File: config.mk
export PLATFORM = sky130hd
export DESIGN_NAME = fwd_scoreboard
export DESIGN_NICKNAME = d
export VERILOG_FILES = /design/src/rtl/fwd_scoreboard_pkg.sv /design/src/rtl/fwd_scoreboard_pick.sv /design/src/rtl/fwd_scoreboard.sv
export SDC_FILE = /design/constraint.sdc
export NUM_CORES = 1
export LEC_CHECK = 0
export BUFFER_PORTS_ARGS = -buffer_cell sky130_fd_sc_hd__buf_2
export CAP_MARGIN = 5
export CELL_PAD_IN_SITES_DETAIL_PLACEMENT = 1
export CELL_PAD_IN_SITES_GLOBAL_PLACEMENT = 2
export CORE_ASPECT_RATIO = 1.4
export CORE_MARGIN = 1
export CORE_UTILIZATION = 35
export DETAILED_ROUTE_END_ITERATION = 8
export MAX_ROUTING_LAYER = met4
export PLACE_DENSITY_LB_ADDON = 0.1
export SLEW_MARGIN = 20
export SYNTH_ARGS = -nofsm -noshare
export SYNTH_HDL_FRONTEND = slang
export SYNTH_HIERARCHICAL = 1
export SYNTH_SLANG_ARGS = --single-unit
File: constraint.sdc
create_clock -name clk -period 5.57 [get_ports clk]
set_clock_uncertainty 0.15 [all_clocks]
set_input_delay 0.557 -clock clk [delete_from_list [all_inputs] [get_ports clk]]
set_output_delay 0.557 -clock clk [all_outputs]
set_load 0.01 [all_outputs]
File: src/rtl/fwd_scoreboard_pkg.sv
// Shared widths and per-class Tnew/Tuse encodings
// for the forwarding scoreboard.
package fwd_scoreboard_pkg;

  localparam int AW_DEF = 5;
  localparam int TW_DEF = 2;

  typedef enum logic [1:0] {
    CLS_NONE,
    CLS_ALU,
    CLS_LOAD,
    CLS_MDRD
  } instCls_e;

  localparam logic [TW_DEF-1:0] TNEW_NONE = 2'd0;
  localparam logic [TW_DEF-1:0] TNEW_ALU  = 2'd1;
  localparam logic [TW_DEF-1:0] TNEW_LOAD = 2'd2;
  localparam logic [TW_DEF-1:0] TNEW_MDRD = 2'd1;

  function automatic logic [TW_DEF-1:0] tnewOf(
    input instCls_e cls
  );
    logic [TW_DEF-1:0] t;
    t = TNEW_NONE;
    unique case (cls)
      CLS_ALU:  t = TNEW_ALU;
      CLS_LOAD: t = TNEW_LOAD;
      CLS_MDRD: t = TNEW_MDRD;
      default:  t = TNEW_NONE;
    endcase
    return t;
  endfunction

endpackage

File: src/rtl/fwd_scoreboard_pick.sv
// Youngest-match selector over the tracked
// producer stages, starting at a given stage.
module fwd_pick
  import fwd_scoreboard_pkg::*;
#(
  parameter int DW   = 32,
  parameter int AW   = AW_DEF,
  parameter int TW   = TW_DEF,
  parameter int NSTG = 3
) (
  input  logic [AW-1:0]      ra,
  input  logic [7:0]         start,
  input  logic [NSTG-1:0]    valid,
  input  logic [NSTG*AW-1:0] wa,
  input  logic [NSTG*TW-1:0] tnew,
  input  logic [NSTG*DW-1:0] wd,
  output logic               hit,
  output logic [TW-1:0]      hitTnew,
  output logic [DW-1:0]      hitData
);

  // scan oldest to youngest so the youngest match wins
  always_comb begin
    hit     = 1'b0;
    hitTnew = '0;
    hitData = '0;
    for (int k = NSTG - 1; k >= 0; k--) begin
      if (8'(k) >= start && valid[k] &&
          wa[k*AW+:AW] == ra && ra != '0) begin
        hit     = 1'b1;
        hitTnew = tnew[k*TW+:TW];
        hitData = wd[k*DW+:DW];
      end
    end
  end

endmodule

File: src/rtl/fwd_scoreboard.sv
// Hazard/forwarding scoreboard: tracks in-flight
// GRF writes, raises stall, forwards ID and EX.
module fwd_scoreboard
  import fwd_scoreboard_pkg::*;
#(
  parameter int DW   = 32,
  parameter int AW   = AW_DEF,
  parameter int NRP  = 2,
  parameter int NSTG = 3,
  parameter int TW   = TW_DEF
) (
  input  logic              clk,
  input  logic              reset,
  input  logic [AW-1:0]     id_wa,
  input  logic [TW-1:0]     id_tnew,
  input  logic [NRP*AW-1:0] id_ra,
  input  logic [NRP*TW-1:0] id_tuse,
  input  logic [NRP*DW-1:0] id_grf_rd,
  input  logic              md_busy,
  input  logic              id_is_md,
  input  logic [NSTG*DW-1:0] stg_wd,
  input  logic [NSTG-1:0]   flush,
  output logic              stall,
  output logic [NRP*DW-1:0] id_rd,
  output logic [NRP*DW-1:0] ex_rd
);

  logic [NSTG-1:0]    vld;
  logic [NSTG*AW-1:0] wa;
  logic [NSTG*TW-1:0] tn;

  logic [NRP*AW-1:0] exRa;
  logic [NRP*TW-1:0] exTuse;
  logic [NRP*DW-1:0] exVal;

  logic [NRP-1:0]    idHit;
  logic [NRP*TW-1:0] idTnew;
  logic [NRP*DW-1:0] idData;
  logic [NRP-1:0]    exHit;
  logic [NRP*TW-1:0] exTnew;
  logic [NRP*DW-1:0] exData;

  function automatic logic [TW-1:0] satDec(
    input logic [TW-1:0] t
  );
    return (t == '0) ? t : t - 1'b1;
  endfunction

  for (genvar p = 0; p < NRP; p++) begin : gPort
    fwd_pick #(
      .DW(DW), .AW(AW), .TW(TW), .NSTG(NSTG)
    ) uIdPick (
      .ra     (id_ra[p*AW+:AW]),
      .start  (8'd0),
      .valid  (vld),
      .wa     (wa),
      .tnew   (tn),
      .wd     (stg_wd),
      .hit    (idHit[p]),
      .hitTnew(idTnew[p*TW+:TW]),
      .hitData(idData[p*DW+:DW])
    );

    fwd_pick #(
      .DW(DW), .AW(AW), .TW(TW), .NSTG(NSTG)
    ) uExPick (
      .ra     (exRa[p*AW+:AW]),
      .start  (8'd1),
      .valid  (vld),
      .wa     (wa),
      .tnew   (tn),
      .wd     (stg_wd),
      .hit    (exHit[p]),
      .hitTnew(exTnew[p*TW+:TW]),
      .hitData(exData[p*DW+:DW])
    );
  end

  // stall when a producer is later than its consumer needs
  always_comb begin
    stall = id_is_md & md_busy;
    for (int p = 0; p < NRP; p++) begin
      if (idHit[p] &&
          idTnew[p*TW+:TW] > id_tuse[p*TW+:TW])
        stall = 1'b1;
    end
  end

  // operand muxes: ready youngest producer, else fallback
  always_comb begin
    id_rd = id_grf_rd;
    ex_rd = exVal;
    for (int p = 0; p < NRP; p++) begin
      if (idHit[p] && idTnew[p*TW+:TW] == '0)
        id_rd[p*DW+:DW] = idData[p*DW+:DW];
      if (exHit[p] && exTnew[p*TW+:TW] == '0)
        ex_rd[p*DW+:DW] = exData[p*DW+:DW];
    end
  end

  // producer shift chain; flush overrides the shift
  always_ff @(posedge clk) begin
    if (reset) begin
      vld <= '0;
      wa  <= '0;
      tn  <= '0;
    end else begin
      vld[0]     <= ~stall & (id_wa != '0) & ~flush[0];
      wa[0+:AW]  <= id_wa;
      tn[0+:TW]  <= id_tnew;
      for (int k = 1; k < NSTG; k++) begin
        vld[k]       <= vld[k-1] & ~flush[k];
        wa[k*AW+:AW] <= wa[(k-1)*AW+:AW];
        tn[k*TW+:TW] <= satDec(tn[(k-1)*TW+:TW]);
      end
    end
  end

  // EX copies of the ID operands; stall injects a bubble
  always_ff @(posedge clk) begin
    if (reset || stall) begin
      exRa   <= '0;
      exTuse <= '0;
      exVal  <= '0;
    end else begin
      exRa  <= id_ra;
      exVal <= id_rd;
      for (int p = 0; p < NRP; p++)
        exTuse[p*TW+:TW] <= satDec(id_tuse[p*TW+:TW]);
    end
  end

  // an EX consumer must never see a producer still busy
  always_ff @(posedge clk) begin
    for (int p = 0; p < NRP; p++) begin
      if (!reset)
        assert (!(exHit[p] &&
          exTnew[p*TW+:TW] > exTuse[p*TW+:TW]));
    end
  end

endmodule

==> results.json, run 1 <==
{
  "outcome": "finished, violations left",
  "violations": "max-slew violations",
  "grt_overflow": 0,
  "numCtsBuffers": 9,
  "holdBufCountCts": 0,
  "htree_levels": 3,
  "dp_cells": 2023,
  "final_nets": 1782,
  "holdCritPathClass": "primary input to register",
  "post_cts_resized": 0,
  "synthToLayoutAreaGrowth_pct": 18.4,
  "tightest_slew_ns": 3.34,
  "clk_pin_slew_ns": 0.08,
  "maxCapViolations": 0,
  "rsz0062_at_grt": "false",
  "cts_max_path_buffers": 2,
  "insertion_delay_ns": 0.40,
  "ys_warn_count": 6,
  "ys_ff_latch": 98,
  "die_h_um": 221,
  "reg2reg_slack_ns": 1.27,
  "syn_area_um2": 12000,
  "finalSetupTns_ns": 0,
  "hold_ws_ns": 0.156,
  "start_util": 0.358,
  "dr_total_vias": 12800,
  "track_usage": 0.334,
  "grt_max_degree": 83,
  "io_buffers": 316,
  "die_w_um": 158,
  "hold_violations": 0,
  "endpoint_kind": "primary output",
  "stdcell_count": 2045,
  "via_per_inst": 6.26,
  "critPathKind": "primary input to primary output",
  "grt_pass1_vias": 13100,
  "wl_per_cell_um": 27.9,
  "synth_edf_count": 0,
  "max_freq_mhz": 188,
  "drive_gt1_frac": 0.448,
  "gp_congestion": 0.878,
  "rows": 79,
  "antenna_found_initial": 5,
  "pwr_density_cell_nw_per_um2": 146,
  "num-fill-cells": 4067,
  "yosysSeqAreaShare": 0.164,
  "ir_drop_mv": 0.117,
  "first_pass_iters": 5,
  "synthFlopType": "dfxtp_1",
  "slew_headroom": -1.22,
  "setup_violations": 0,
  "async_flop_share": 0,
  "drc": 0,
  "finalMaxSlewViolations": 140,
  "grt_pass1_wl_um": 83600,
  "die_area_um2": 34900,
  "root_buffer": "clkbuf_16",
  "final.period_utilization": 0.955,
  "cts_tree": "yes",
  "hpwlAfterDp_um": 37800,
  "drt_iter0_drc": 846,
  "clock_sinks": 98,
  "ios": 317,
  "synth_cell_type_count": 42,
  "multi_input_comb_area_um2": 9220,
  "netlist_instances": 1337,
  "post-cts-setup-buffers": 0,
  "routed_wl_um": 57000,
  "crit_required_ns": 4.86,
  "syn_avg_cell_area_um2": 8.95,
  "min_period_ns": 5.32,
  "drtAntennaViolNets": 0,
  "coreArea_um2": 33400,
  "seqCellArea_um2": 1970,
  "power.leakage_nw": 5.48,
  "crit_fanout": 18,
  "start_kind": "primary input",
  "cp.arrival_ns": 4.61
}
[final cells by class]
type / count / area share
clock inverters: 7 / 0.00574
diodes: 5 / 0.000884
inverters: 18 / 0.00477
multi-input cells: 1093 / 0.651
flip-flops and latches: 98 / 0.139
clock buffers: 9 / 0.0159
well taps: 445 / 0.0393
repair buffers: 370 / 0.144
[report_power, final]
group	switching, mW	internal [mW]	total [mW]
combinational	0.407	0.203	0.610
clock	0.373	0.321	0.694
sequential	0.0339	0.734	0.768
total	0.813	1.26	2.07
[Yosys cell counts (all sizes together), types with 2 or more instances]
cell type | instances | area share
ha | 4 | 0.0042
and2b | 21 | 0.014
inv | 18 | 0.0056
xor2 | 4 | 0.0029
o311ai | 4 | 0.0029
clkbuf | 76 | 0.024
or4 | 9 | 0.0056
o211ai | 6 | 0.0063
nor3b | 8 | 0.0077
nand3b | 4 | 0.0025
conb | 2 | 0.00063
nand4 | 12 | 0.0063
nor2b | 62 | 0.043
a21boi | 4 | 0.0025
nand3 | 137 | 0.057
nand2b | 4 | 0.0021
and3b | 2 | 0.0015
or2 | 4 | 0.0021
buf | 98 | 0.069
o22a | 136 | 0.10
dfxtp | 98 | 0.16
nor2 | 15 | 0.0047
nand2 | 143 | 0.045
xnor2 | 56 | 0.041
mux2 | 128 | 0.13
o41ai | 136 | 0.17
nor4 | 144 | 0.082
[metal layers]
metal | up-vias | wire length, µm | global-route usage
met4 | 0 | 1980 | 0.153
met5 | - | 0 | -
met3 | 120 | 3590 | 0.0452
met1 | 6471 | 22700 | 0.387
met2 | 569 | 28700 | 0.566
li1 | 5641 | - | -
[worst max-delay path, stage by stage]
cell	delay, ns
buf_2	0.17
or4_1	0.57
o211ai_4	0.51
or2_2	0.43
o41ai_1	0.16
o22a_1	0.25
nor3b_4	0.90
buf_4	0.48
mux2_2	0.40
buf_2	0.14
[path summary, 6_finish.rpt]
kind / depth (start not counted) / end / from
worst max-delay path: 10 / id_rd[49] / id_ra[7]
worst min-delay path: 2 / vld[1] / flush[1]
worst max register to register: 9 / exVal[49] / wa[1]
worst min register to register: 1 / vld[1] / vld[0]
[stage by stage]
stage	area, µm²	utilization	setup WS, ns	total power, mW
after CTS	14100	0.422	0.293	2.09
after global placement	13800	0.413	0.466	1.38
after floorplan	12100	-	1.93	1.08
after detailed placement	13800	0.413	0.301	1.39
final	14200	0.424	0.253	2.07
after global routing	14200	0.424	0.177	2.16
[layout by cell type (no fill, tap or decap), drive strengths merged, types with 4 or more instances in the layout]
master,synthesis,final
a21boi,4,4
and2b,21,21
buf,98,370
clkbuf,76,9
clkinv,0,4
conb,2,48
dfxtp,98,98
diode,0,5
ha,4,4
inv,18,21
mux2,128,128
nand2,143,143
nand2b,4,4
nand3,137,137
nand3b,4,4
nand4,12,12
nor2,15,15
nor2b,62,62
nor3b,8,8
nor4,144,144
o211ai,6,6
o22a,136,136
o311ai,4,4
o41ai,136,136
or2,4,4
or4,9,9
xnor2,56,56
xor2,4,4
[state kept, by name, summed over array words and instances, names as in the netlist]
name,count
exRa,10
exVal,64
tn,6
vld,3
wa,15
[cell families (layout without fill, tap and decap cells)]
kind of cell / after synthesis / count (layout) / share of synthesized area
mux: 128 / 128 / 0.127
flops: 98 / 98 / 0.164
xor+xnor: 60 / 60 / 0.0439
other cells: 2 / 53 / 0.000628
fa+ha+maj: 4 / 4 / 0.00418
compound gates: 286 / 286 / 0.286
simple gates: 567 / 567 / 0.275
buf+inv: 192 / 404 / 0.0990
No activity file was read; power rests on OpenSTA's default activity.
==> run 2: changes to the inputs <==
- CORE_ASPECT_RATIO: 1.4 -> not set
==> results.json, run 2 (same netlist as run 1, synthesis figures left out) <==
{
  "outcome": "finished, violations left",
  "violations": "max-slew violations",
  "crit_fanout": 16,
  "max_freq_mhz": 194,
  "via_per_inst": 6.24,
  "numCtsBuffers": 9,
  "ir_drop_mv": 0.156,
  "setup_violations": 0,
  "htree_levels": 3,
  "coreArea_um2": 33600,
  "final.period_utilization": 0.925,
  "netSwitchingFraction": 0.384,
  "post-cts-setup-buffers": 0,
  "layout_commonest_cell": "buf_2",
  "post-route-util": 0.420,
  "io_buffers": 316,
  "hold_violations": 0,
  "holdCritPathClass": "primary input to register",
  "insertion_delay_ns": 0.40,
  "antenna_found_initial": 4,
  "grt_pass1_vias": 13100,
  "die_w_um": 187,
  "dp_slack_ns": 0.721,
  "power_frac_seq": 0.368,
  "dr_total_vias": 12800,
  "critPathSlowestCell": "nor3b_4",
  "die_area_um2": 34900,
  "cts_max_path_buffers": 2,
  "p_sw_mw": 0.797,
  "synthToLayoutAreaGrowth_pct": 18.0,
  "post_cts_resized": 0,
  "pwr-share-clk": 0.340,
  "top_register": "exVal",
  "finalMaxSlewViolations": 140,
  "final_cell_mix": "316 x buf_2, 143 x nand2_1, 137 x nand3_1",
  "tightest_slew_ns": 3.29,
  "power.leakage_nw": 5.48,
  "root_buffer": "clkbuf_16",
  "final_nets": 1782,
  "routed_wl_um": 55700,
  "grt_overflow": 0,
  "endpoint_kind": "primary output",
  "critPathTopFamily": "simple AND/OR/NAND/NOR gates",
  "crit_required_ns": 4.86,
  "rsz0062_at_grt": "false",
  "die_h_um": 187,
  "wl_per_cell_um": 27.2,
  "p_comb_frac": 0.292,
  "max_stage_delay_ns": 0.69,
  "cts_tree": "yes",
  "crit_chain": "or4_1 -> o211ai_4 -> or2_2 -> o41ai_1 -> o22a_1 -> nor3b_4 -> buf_4 -> mux2_2 -> buf_2",
  "gp_congestion": 0.835,
  "track_usage": 0.321,
  "critPathKind": "register to primary output",
  "clk_pin_slew_ns": 0.09,
  "grt_max_degree": 92,
  "min_period_ns": 5.15,
  "slew_headroom": -1.19,
  "drive_gt1_frac": 0.448,
  "crit_buf_inv": 2,
  "finalSetupTns_ns": 0,
  "p_int_mw": 1.28,
  "first_pass_iters": 5,
  "drt_iter0_drc": 1040,
  "start_kind": "register",
  "maxCapViolations": 0,
  "setup_ws_ns": 0.415,
  "start_util": 0.356,
  "ios": 317,
  "drc": 0,
  "hpwlAfterDp_um": 37400,
  "largest_reg_flops": 64,
  "cp.arrival_ns": 4.45,
  "clock_sinks": 98,
  "largestRegisters": "exVal x64, wa x15, exRa x10",
  "rows": 67,
  "hold_ws_ns": 0.147,
  "pwr_density_cell_nw_per_um2": 147,
  "holdBufCountCts": 0,
  "drtAntennaViolNets": 0,
  "grt_pass1_wl_um": 83000
}
run 2: changes by cell type in the layout (fill, tap and decap cells not counted), sizes merged:
cell and change:
diode -1, clkinvlp +1, clkbuf +1, clkinv -3
inv +1
run 2: final cells by class:
class,instances,area (µm²)
Fill cell,4030,19500
Clock inverter,6,63.8
Timing Repair Buffer,370,2010
Antenna cell,4,10.0
Tap cell,448,561
Clock buffer,10,250
Sequential cell,98,1970
Inverter,18,67.6
Multi-Input combinational cell,1093,9190
run 2: metrics by stage:
stage | instances | cell area, µm² | power [mW]
detailed placement | 2027 | 13800 | 1.37
finish | 2047 | 14100 | 2.08
CTS | 2043 | 14100 | 2.09
floorplan | 1383 | 12100 | 1.08
global placement | 2026 | 13800 | 1.37
global route | 2047 | 14100 | 2.16
run 2: power by group through the flow:
stage | registers (mW) | logic, mW | clock network [mW]
after detailed placement | 0.781 | 0.593 | 0
after CTS | 0.764 | 0.594 | 0.728
final | 0.763 | 0.605 | 0.707
after global routing | 0.768 | 0.636 | 0.755
after global placement | 0.779 | 0.587 | 0
after floorplan | 0.768 | 0.316 | 0
run 2: final timing paths:
path / from / to / slack (ns) / cells after the start
worst max register to register: vld[1] / exVal[20] / 1.48 / 10
worst min register to register: vld[0] / vld[1] / 0.42 / 1
worst min-delay path: flush[1] / vld[1] / 0.15 / 2
worst max-delay path: exRa[2] / ex_rd[31] / 0.42 / 9
run 2: layer usage:
layer	wire, µm	GRT usage	vias to the layer above
met1	24500	0.411	6369
met5	0	-	-
met4	1560	0.105	0
li1	-	-	5638
met2	25500	0.503	649
met3	4220	0.0634	108
==> run 3: changes to the inputs <==
- BUFFER_PORTS_ARGS: -buffer_cell sky130_fd_sc_hd__buf_2 -> not set
- DONT_BUFFER_PORTS: not set -> 1
- clock period: 5.57 -> 4.4 ns (I/O delays scaled with it)
==> results.json, run 3 (same netlist as run 1, synthesis figures left out) <==
{
  "largest_reg_flops": 64,
  "finalSetupTns_ns": 0,
  "cp.arrival_ns": 3.54,
  "max_stage_delay_ns": 0.57,
  "maxCapViolations": 0,
  "setup_violations": 0,
  "htree_levels": 3,
  "start_kind": "register",
  "critPathSlowestCell": "or4_4",
  "clk_pin_slew_ns": 0.08,
  "final_nets": 1490,
  "die_w_um": 187,
  "insertion_delay_ns": 0.40,
  "dr_total_vias": 11500,
  "track_usage": 0.312,
  "layout_commonest_cell": "nand2_1",
  "holdBufCountCts": 15,
  "post-cts-setup-buffers": 0,
  "tightest_slew_ns": 3.37,
  "cts_tree": "yes",
  "finalMaxSlewViolations": 140,
  "drc": 0,
  "wl_per_cell_um": 30.6,
  "pwr_density_cell_nw_per_um2": 191,
  "io_buffers": 0,
  "hold_ws_ns": 0.0235,
  "first_pass_iters": 5,
  "critPathKind": "register to primary output",
  "endpoint_kind": "primary output",
  "holdCritPathClass": "primary input to register",
  "crit_required_ns": 3.81,
  "die_h_um": 187,
  "final_area_um2": 12800,
  "routed_wl_um": 53700,
  "grt_overflow": 0,
  "cpMostUsedCell": "buf_4",
  "outcome": "finished, violations left",
  "rows": 67,
  "grt_max_degree": 79,
  "final_cell_mix": "143 x nand2_1, 137 x nand3_1, 136 x nor4_1, 136 x o22a_1, 120 x o41ai_2",
  "start_util": 0.356,
  "numCtsBuffers": 9,
  "min_period_ns": 4.13,
  "rsz0062_at_grt": "false",
  "top_register": "exVal",
  "largestRegisters": "exVal x64, wa x15, exRa x10",
  "die_area_um2": 34900,
  "via_per_inst": 6.57,
  "drtAntennaViolNets": 0,
  "placed_area_um2": 12300,
  "clock_sinks": 98,
  "post_cts_resized": 0,
  "synthToLayoutAreaGrowth_pct": 6.62,
  "hpwlAfterDp_um": 36400,
  "root_buffer": "clkbuf_16",
  "p_total_mw": 2.44,
  "violations": "max-slew violations",
  "crit_chain": "xnor2_1 -> nand4_1 -> or4_4 -> buf_4 -> o311ai_1 -> nor3b_4 -> buf_4 -> mux2_2",
  "cts_max_path_buffers": 2,
  "drt_iter0_drc": 1022,
  "gp_congestion": 0.833,
  "grt_pass1_vias": 11700,
  "antenna_found_initial": 1,
  "slew_headroom": -1.24,
  "power.leakage_nw": 4.28,
  "grt_pass1_wl_um": 80100,
  "ios": 317,
  "crit_fanout": 35,
  "coreArea_um2": 33600,
  "max_freq_mhz": 242,
  "hold_violations": 0,
  "final.period_utilization": 0.938,
  "ir_drop_mv": 0.193,
  "drive_gt1_frac": 0.312
}
[run 3: power breakdown]
part / total, mW / switching (mW) / internal, mW
registers: 0.966 / 0.0359 / 0.930
logic: 0.576 / 0.404 / 0.173
clock network: 0.898 / 0.489 / 0.409
[run 3: final timing paths]
check                 from        end  slack [ns]  cells past startpoint
hold / removal    id_wa[1]      wa[1]        0.02                      1
setup / recovery     wa[0]  id_rd[63]        0.27                      8
hold reg to reg      wa[8]     wa[13]        0.44                      1
setup reg to reg     wa[4]  exVal[39]        0.79                     11
[run 3: layer usage]
layer / track usage / routed length (µm)
met5: - / 0
met4: 0.0867 / 1160
met3: 0.0636 / 3810
met2: 0.496 / 25000
met1: 0.401 / 23800
[run 3: area by class of cell]
cell class                 instances  area, µm²
inverter                          18       67.6
clock inverter                     7       78.8
fill                            3864      20900
multi-input combinational       1093       9210
sequential                        98       1970
antenna                            1       2.50
clock buffer                       9        225
timing repair buffer              78        648
tap                              448        561
[run 3: critical path: cells and delay by family, from the launching register on]
| kind | cells | cell delay, ns |
|---|---|---|
| AO/OA/AOI/OAI | 1 | 0.19 |
| XOR/XNOR | 1 | 0.17 |
| buffers and inverters | 2 | 0.73 |
| flip-flops | 1 | 0.55 |
| multiplexers | 1 | 0.46 |
| AND/OR/NAND/NOR | 3 | 1.04 |
[run 3: stage by stage]
step | setup WS (ns) | util | cells
2_1_floorplan | 0.994 | - | 1383
3_3_place_gp | 0.670 | 0.365 | 1720
3_5_place_dp | 0.607 | 0.365 | 1720
4_1_cts | 0.225 | 0.379 | 1751
5_1_grt | 0.0967 | 0.379 | 1752
6_report | 0.272 | 0.379 | 1752
